**src/rtl/ball_pkg.sv**
```systemverilog
// Shared types and fixed-point constants for the ball trajectory block.
// Positions are signed Q11.4 and velocities are signed Q7.4.
package ball_pkg;

  localparam int FRAC     = 4;
  localparam int POS_W    = 16;
  localparam int VEL_W    = 12;
  localparam int PIX_W    = 10;
  localparam int SCREEN_H = 480;

  typedef enum logic [1:0] {
    IDLE   = 2'd0,
    FLIGHT = 2'd1,
    RESULT = 2'd2
  } state_t;

  // Convert a whole-pixel coordinate to the internal fixed-point position format.
  function automatic logic signed [POS_W-1:0] to_fixed(input int px);
    return POS_W'(px <<< FRAC);
  endfunction

endpackage

```
**src/rtl/ball_axis_step.sv**
```systemverilog
// One axis of ball motion: next position/velocity selection (re-arm, launch, integrate)
// and conversion of the next position to a clamped whole-pixel coordinate.
module ball_axis_step
  import ball_pkg::*;
#(
  parameter int ACCEL   = 0,
  parameter int V_LIMIT = 2047,
  parameter int PIX_MAX = 639
) (
  input  logic signed [POS_W-1:0] i_pos,
  input  logic signed [VEL_W-1:0] i_vel,
  input  logic                    i_step,
  input  logic                    i_launch,
  input  logic signed [VEL_W-1:0] i_launch_vel,
  input  logic                    i_rearm,
  input  logic signed [POS_W-1:0] i_start_pos,
  output logic signed [POS_W-1:0] o_pos_next,
  output logic signed [VEL_W-1:0] o_vel_next,
  output logic        [PIX_W-1:0] o_pix_next
);

  localparam int VS_W      = VEL_W + 1;
  localparam int PIX_INT_W = POS_W - FRAC;

  localparam logic signed [VS_W-1:0]      ACC_E     = VS_W'(ACCEL);
  localparam logic signed [VS_W-1:0]      LIM_P     = VS_W'(V_LIMIT);
  localparam logic signed [VS_W-1:0]      LIM_N     = VS_W'(-V_LIMIT);
  localparam logic signed [PIX_INT_W-1:0] PIX_MAX_S = PIX_INT_W'(PIX_MAX);
  localparam logic        [PIX_W-1:0]     PIX_MAX_U = PIX_W'(PIX_MAX);

  logic signed [POS_W-1:0]     w_vel_ext;
  logic signed [POS_W-1:0]     w_pos_sum;
  logic signed [VS_W-1:0]      w_vel_sum;
  logic signed [VEL_W-1:0]     w_vel_sat;
  logic signed [PIX_INT_W-1:0] w_pix_int;

  // The position integrates with the pre-update velocity; acceleration lands afterwards.
  assign w_vel_ext = {{(POS_W-VEL_W){i_vel[VEL_W-1]}}, i_vel};
  assign w_pos_sum = i_pos + w_vel_ext;
  assign w_vel_sum = {i_vel[VEL_W-1], i_vel} + ACC_E;

  always_comb begin
    w_vel_sat = w_vel_sum[VEL_W-1:0];
    if (w_vel_sum > LIM_P) begin
      w_vel_sat = LIM_P[VEL_W-1:0];
    end else if (w_vel_sum < LIM_N) begin
      w_vel_sat = LIM_N[VEL_W-1:0];
    end
  end

  always_comb begin
    o_pos_next = i_pos;
    o_vel_next = i_vel;
    if (i_rearm) begin
      o_pos_next = i_start_pos;
      o_vel_next = '0;
    end else if (i_launch) begin
      o_vel_next = i_launch_vel;
    end else if (i_step) begin
      o_pos_next = w_pos_sum;
      o_vel_next = w_vel_sat;
    end
  end

  // Floor to whole pixels, then clamp only the displayed value.
  assign w_pix_int = o_pos_next[POS_W-1:FRAC];

  always_comb begin
    o_pix_next = w_pix_int[PIX_W-1:0];
    if (w_pix_int[PIX_INT_W-1]) begin
      o_pix_next = '0;
    end else if (w_pix_int > PIX_MAX_S) begin
      o_pix_next = PIX_MAX_U;
    end
  end

endmodule

```
**src/rtl/ball_trajectory.sv**
```systemverilog
// Basketball shot integrator: launches on shoot, steps once per frame_tick under gravity,
// detects score/miss, holds the result for HOLD_FRAMES frames and re-arms at the start.
module ball_trajectory
  import ball_pkg::*;
#(
  parameter int START_X     = 10,
  parameter int START_Y     = 300,
  parameter int GRAV        = 2,
  parameter int VY_MAX      = 127,
  parameter int HOOP_X_MIN  = 560,
  parameter int HOOP_X_MAX  = 600,
  parameter int HOOP_Y      = 200,
  parameter int FLOOR_Y     = 470,
  parameter int SCREEN_W    = 640,
  parameter int HOLD_FRAMES = 60
) (
  input  logic              CLK25MHZ,
  input  logic              reset,
  input  logic              frame_tick,
  input  logic              shoot,
  input  logic signed [7:0] vel_x0,
  input  logic signed [7:0] vel_y0,
  output logic [PIX_W-1:0]  ball_x,
  output logic [PIX_W-1:0]  ball_y,
  output logic              in_flight,
  output logic              score_pulse,
  output logic              miss_pulse,
  output logic [1:0]        state
);

  localparam int HOLD_W = $clog2(HOLD_FRAMES + 1);
  localparam logic [HOLD_W-1:0] HOLD_LAST = HOLD_W'(HOLD_FRAMES - 1);

  localparam logic signed [POS_W-1:0] START_X_FX = to_fixed(START_X);
  localparam logic signed [POS_W-1:0] START_Y_FX = to_fixed(START_Y);
  localparam logic signed [POS_W-1:0] HOOP_Y_FX  = to_fixed(HOOP_Y);
  localparam logic signed [POS_W-1:0] HX_MIN_FX  = to_fixed(HOOP_X_MIN);
  localparam logic signed [POS_W-1:0] HX_MAX_FX  = to_fixed(HOOP_X_MAX);
  localparam logic signed [POS_W-1:0] FLOOR_FX   = to_fixed(FLOOR_Y);
  localparam logic signed [POS_W-1:0] SCREEN_FX  = to_fixed(SCREEN_W);

  state_t                  r_state, w_state_next;
  logic signed [POS_W-1:0] r_pos_x, r_pos_y;
  logic signed [VEL_W-1:0] r_vel_x, r_vel_y;
  logic [HOLD_W-1:0]       r_hold, w_hold_next;
  logic [PIX_W-1:0]        r_ball_x, r_ball_y;
  logic                    r_in_flight, r_score, r_miss;

  logic                    w_launch, w_step, w_rearm;
  logic                    w_score, w_miss, w_hit_score, w_hit_miss;
  logic signed [POS_W-1:0] w_pos_x_next, w_pos_y_next;
  logic signed [VEL_W-1:0] w_vel_x_next, w_vel_y_next;
  logic signed [VEL_W-1:0] w_launch_vx, w_launch_vy;
  logic [PIX_W-1:0]        w_pix_x_next, w_pix_y_next;

  // Shoot takes priority over a same-cycle tick because integration only runs in FLIGHT.
  assign w_launch    = (r_state == IDLE) && shoot;
  assign w_step      = (r_state == FLIGHT) && frame_tick;
  assign w_rearm     = (r_state == RESULT) && frame_tick && (r_hold == HOLD_LAST);
  assign w_launch_vx = {{(VEL_W-8){vel_x0[7]}}, vel_x0};
  assign w_launch_vy = {{(VEL_W-8){vel_y0[7]}}, vel_y0};

  ball_axis_step #(
    .ACCEL   (0),
    .V_LIMIT ((1 << (VEL_W-1)) - 1),
    .PIX_MAX (SCREEN_W - 1)
  ) u_axis_x (
    .i_pos        (r_pos_x),
    .i_vel        (r_vel_x),
    .i_step       (w_step),
    .i_launch     (w_launch),
    .i_launch_vel (w_launch_vx),
    .i_rearm      (w_rearm),
    .i_start_pos  (START_X_FX),
    .o_pos_next   (w_pos_x_next),
    .o_vel_next   (w_vel_x_next),
    .o_pix_next   (w_pix_x_next)
  );

  ball_axis_step #(
    .ACCEL   (GRAV),
    .V_LIMIT (VY_MAX),
    .PIX_MAX (SCREEN_H - 1)
  ) u_axis_y (
    .i_pos        (r_pos_y),
    .i_vel        (r_vel_y),
    .i_step       (w_step),
    .i_launch     (w_launch),
    .i_launch_vel (w_launch_vy),
    .i_rearm      (w_rearm),
    .i_start_pos  (START_Y_FX),
    .o_pos_next   (w_pos_y_next),
    .o_vel_next   (w_vel_y_next),
    .o_pix_next   (w_pix_y_next)
  );

  // Score means the ball crossed rim height downward this frame inside the hoop opening.
  assign w_hit_score = (r_pos_y < HOOP_Y_FX) && (w_pos_y_next >= HOOP_Y_FX) &&
                       (w_pos_x_next >= HX_MIN_FX) && (w_pos_x_next <= HX_MAX_FX);
  assign w_hit_miss  = (w_pos_y_next >= FLOOR_FX) || (w_pos_x_next >= SCREEN_FX) ||
                       w_pos_x_next[POS_W-1];

  always_comb begin
    // NOTE: every signal written here gets a default first, so no path can infer a latch.
    w_state_next = r_state;
    w_hold_next  = r_hold;
    w_score      = 1'b0;
    w_miss       = 1'b0;
    case (r_state)
      IDLE: begin
        if (w_launch) w_state_next = FLIGHT;
      end
      FLIGHT: begin
        if (w_step && w_hit_score) begin
          w_score      = 1'b1;
          w_state_next = RESULT;
          w_hold_next  = '0;
        end else if (w_step && w_hit_miss) begin
          w_miss       = 1'b1;
          w_state_next = RESULT;
          w_hold_next  = '0;
        end
      end
      RESULT: begin
        if (w_rearm) begin
          w_state_next = IDLE;
          w_hold_next  = '0;
        end else if (frame_tick) begin
          w_hold_next = r_hold + HOLD_W'(1);
        end
      end
      default: w_state_next = IDLE;
    endcase
  end

  // NOTE: registers use non-blocking assignments so every flop samples pre-edge values.
  always_ff @(posedge CLK25MHZ or posedge reset) begin
    if (reset) begin
      r_state     <= IDLE;
      r_pos_x     <= START_X_FX;
      r_pos_y     <= START_Y_FX;
      r_vel_x     <= '0;
      r_vel_y     <= '0;
      r_hold      <= '0;
      r_ball_x    <= PIX_W'(START_X);
      r_ball_y    <= PIX_W'(START_Y);
      r_in_flight <= 1'b0;
      r_score     <= 1'b0;
      r_miss      <= 1'b0;
    end else begin
      r_state     <= w_state_next;
      r_pos_x     <= w_pos_x_next;
      r_pos_y     <= w_pos_y_next;
      r_vel_x     <= w_vel_x_next;
      r_vel_y     <= w_vel_y_next;
      r_hold      <= w_hold_next;
      r_ball_x    <= w_pix_x_next;
      r_ball_y    <= w_pix_y_next;
      r_in_flight <= (w_state_next == FLIGHT);
      r_score     <= w_score;
      r_miss      <= w_miss;
    end
  end

  assign ball_x      = r_ball_x;
  assign ball_y      = r_ball_y;
  assign in_flight   = r_in_flight;
  assign score_pulse = r_score;
  assign miss_pulse  = r_miss;
  assign state       = r_state;

endmodule
```
**config.mk**
```make
export PLATFORM = sky130hd
export DESIGN_NAME = ball_trajectory
export DESIGN_NICKNAME = d
export VERILOG_FILES = /design/src/rtl/ball_pkg.sv /design/src/rtl/ball_axis_step.sv /design/src/rtl/ball_trajectory.sv
export SDC_FILE = /design/constraint.sdc
export NUM_CORES = 1
export LEC_CHECK = 0
export ABC_AREA = 1
export CORE_MARGIN = 5
export CORE_UTILIZATION = 45
export DETAILED_ROUTE_END_ITERATION = 8
export GPL_TIMING_DRIVEN = 0
export PLACE_DENSITY = 0.73
export SYNTH_ARGS = -nofsm -noshare
export SYNTH_HDL_FRONTEND = slang
export SYNTH_HIERARCHICAL = 1
export SYNTH_SLANG_ARGS = --single-unit
export TNS_END_PERCENT = 20
```
**constraint.sdc**
```tcl
create_clock -name CLK25MHZ -period 3.1 [get_ports CLK25MHZ]
set_input_delay 0.62 -clock CLK25MHZ [delete_from_list [all_inputs] [get_ports CLK25MHZ]]
set_output_delay 0.62 -clock CLK25MHZ [all_outputs]
set_load 0.03 [all_outputs]
```
==> qor.txt <==
Fin nets: 1164
Layout cell share with drive strength beyond 1: 0.278
Worst vdd ir: 0.627 mV
Die area: 0.0174 mm^2
Ys flop type: dfrtp_1
GRT Overall Usage: 0.191
Pin count of the biggest net entering global routing: 62
Leak: 0.00429 uW
Synthesized area: 0.00670 mm^2
Post-Route Utilization: 0.608
First-pass GRT wire length: 27800 um
Area Overhead vs Synth: 32.5%
Setup Skew: 0.0101 ns
Die H: 132 um
IO Port Bufs: 44
Number of synthesized register bits: 87
WP data arrival: 3.22 ns
Number of synthesized flops with an enable pin: 0
Slew Limit Headroom: 0.381
H-tree Lvls: 3
Worst Hold Path Cells: 2
Hold Fails Final Rpt: 0
Worst hold margin: 0.487 ns
Root Buffer: clkbuf_16
Syn. warnings: 6
Synth top area share: 0.280
Slew Viols, Final: 0
Syn Inst Count: 960
Reg-to-reg endpoint: r_hold[0]
Required @ worst endpoint: 3.34 ns
Post-synth top area cell: dfrtp_1
Max Cap Violations: 0
DR DRC count: 0
Total grt overflow: 0
Register area share after synthesis: 0.327
Num rows: 44
Initial Utilization: 0.459
TritonCTS buffer count: 9
CP Capture Type: register
Worst Tran Pin Value: 0.927 ns
Vias in the first global route: 5843
Async SR Flop Fraction: 1.00
Vias per cell: 5.15
Worst Hold End: r_hold[3]
Area contributors post-synth: dfrtp_1 (28%), nand2_1 (15%), ha_1 (7.1%), inv_1 (6.2%), a21oi_1 (5.8%)
Initial DRT Pass Iterations: 6
Diode count: 0
Antenna violations before repair: 0
Most common cell after layout, fill and taps aside: nand2_1
Period utilization: 0.962
Core area: 0.0146 mm^2
Die W: 132 um
CTS Sinks: 87
Post-Route WL: 18200 um
CP max FO: 9
Clk pin slew, worst setup/hold paths: 0.07 ns
Most frequent cells in the layout: nand2_1 (248), inv_1 (95), nor2_1 (73)
R2R Setup Slk: 0.12 ns
Hold Crit Start: r_hold[3]
Syn avg cell area: 6.97 um^2
GPL Wtd Cong: 0.933
Pwr per Cell Area: 1270 mW/mm^2
Worst-Skew Late Latency: 0.35 ns
Final min period: 2.98 ns
Setup crit start kind: register
HPWL after DPL: 12600 um
Type of the tightest min-delay check: register to register
Worst-case clock buffer depth: 2
CTS tree: built
Worst Setup Path Type: register to register
Final setup margin: 0.117 ns
Iter 0 DRT Violations: 504
I/O Pins: 45
R2R cell count: 21
Drt wl/cell: 14.1 um
Total number of vias: 6656
Status: finished, final reports clean
Final setup vio count: 0
Count of cell types in the netlist: 45
Fill cells: 1263
Max Clk Rate: 335 MHz
Pre-CTS setup slack: -0.831 ns
Reg2reg start: state[0]
DRT antenna net count: 0
## routing by layer
layer	global-route usage	routed length [um]	share of wire
met1	0.249	7950	0.44
met2	0.323	8820	0.48
met3	0.0347	985	0.054
met4	0.0560	484	0.027
met5	0	0	0
## cells in the mapped netlist (3+ instances only)
library cell,number
nand2_1,264
nand4_1,12
a21oi_2,10
nor2_4,3
o21ai_0,41
nand2_4,6
inv_2,20
nor2_1,78
buf_4,3
xnor2_1,6
a21oi_1,78
nand3_1,68
a31oi_1,4
nor3_1,5
nand3b_1,7
nor4_1,4
nand3_2,11
nor2_2,12
ha_1,38
a21oi_4,4
buf_2,6
clkbuf_1,12
dfrtp_1,75
nand2_2,27
dfstp_2,12
nor3_2,5
or2_2,7
conb_1,3
inv_1,111
xor2_1,7
## registers in the layout (all words and copies together) (netlist names)
register and cells:
r_vel_y 12, state 2, r_vel_x 12, miss_pulse 1
ball_x 10, score_pulse 1, r_pos_y 16, r_hold 6
r_pos_x 16, ball_y 10, in_flight 1
## repair_timing
item | CTS | global route
buffers inserted | 10 | 48
resized for setup | 40 | 117
gates cloned | 0 | 1
hold buffers | 0 | 0
pin swaps | 7 | 31
endpoints found under the setup margin | 11 | 11
## power by group
| part | total (uW) | switching (uW) | leakage (uW) | internal (uW) |
|---|---|---|---|---|
| Clock | 1060 | 501 | 0.000128 | 555 |
| Combinational | 7870 | 4560 | 0.00314 | 3300 |
| Sequential | 2310 | 603 | 0.00102 | 1700 |
| Total | 11200 | 5670 | 0.00429 | 5560 |
## layout make-up
type                       instances  area [um^2]  area share
multi-input combinational        747         4570       0.515
sequential                        87         2210       0.249
timing repair buffer             104          905       0.102
inverter                         134          532      0.0599
tap                              184          230      0.0259
clock buffer                      10          229      0.0258
buffer                            21          151      0.0171
clock inverter                     6         51.3     0.00578
## through the flow
stage               area [um^2]  std cells  setup TNS [ns]  total power, uW
finish                     8870       1293               0            11200
global route               8870       1293          -0.311            12200
global placement           7480       1218          -99.55             8320
floorplan                  6810        990               0             6990
detailed placement         7510       1219           -8.17             8420
CTS                        8020       1244               0             9760
## worst max path at each step
stage,startpoint,endpoint,slack (ns)
6_report,state[0],r_hold[0],0.12
5_1_grt,r_vel_y[6],r_hold[3],-0.06
4_1_cts,state[0],r_hold[0],0.008
3_5_place_dp,frame_tick,r_hold[0],-0.83
3_3_place_gp,reset,state[0],-1.44
2_1_floorplan,state[0],r_hold[2],0.02
## kinds of logic (layout without fill, tap and decap cells)
family	after synthesis	after routing	share of synthesized area
buffers and inverters	156	275	0.0918
multiplexers	1	1	0.00150
adder cells (fa/ha/maj)	40	40	0.0770
other	3	33	0.00168
flip-flops	87	87	0.327
AND/OR/NAND/NOR	513	513	0.358
AO/OA/AOI/OAI	147	147	0.126
XOR/XNOR	13	13	0.0170
## critical path: stages, from the launching register on
cell and delay [ns]:
dfrtp_2 0.42, inv_2 0.09, ha_4 0.16, inv_4 0.05, nor3_4 0.12, nand3_2 0.12, inv_4 0.11, buf_8 0.14
clkinvlp_4 0.14, clkbuf_2 0.17, buf_4 0.15, nand3_2 0.10, nand2_4 0.09, or2_1 0.23, a21oi_2 0.12, nand2_2 0.07
nor2_4 0.14, nand3_4 0.11, nand2_8 0.13, nand2_8 0.07, nand2_2 0.08, nand2_1 0.06
Power figures use the tool's default switching activity.
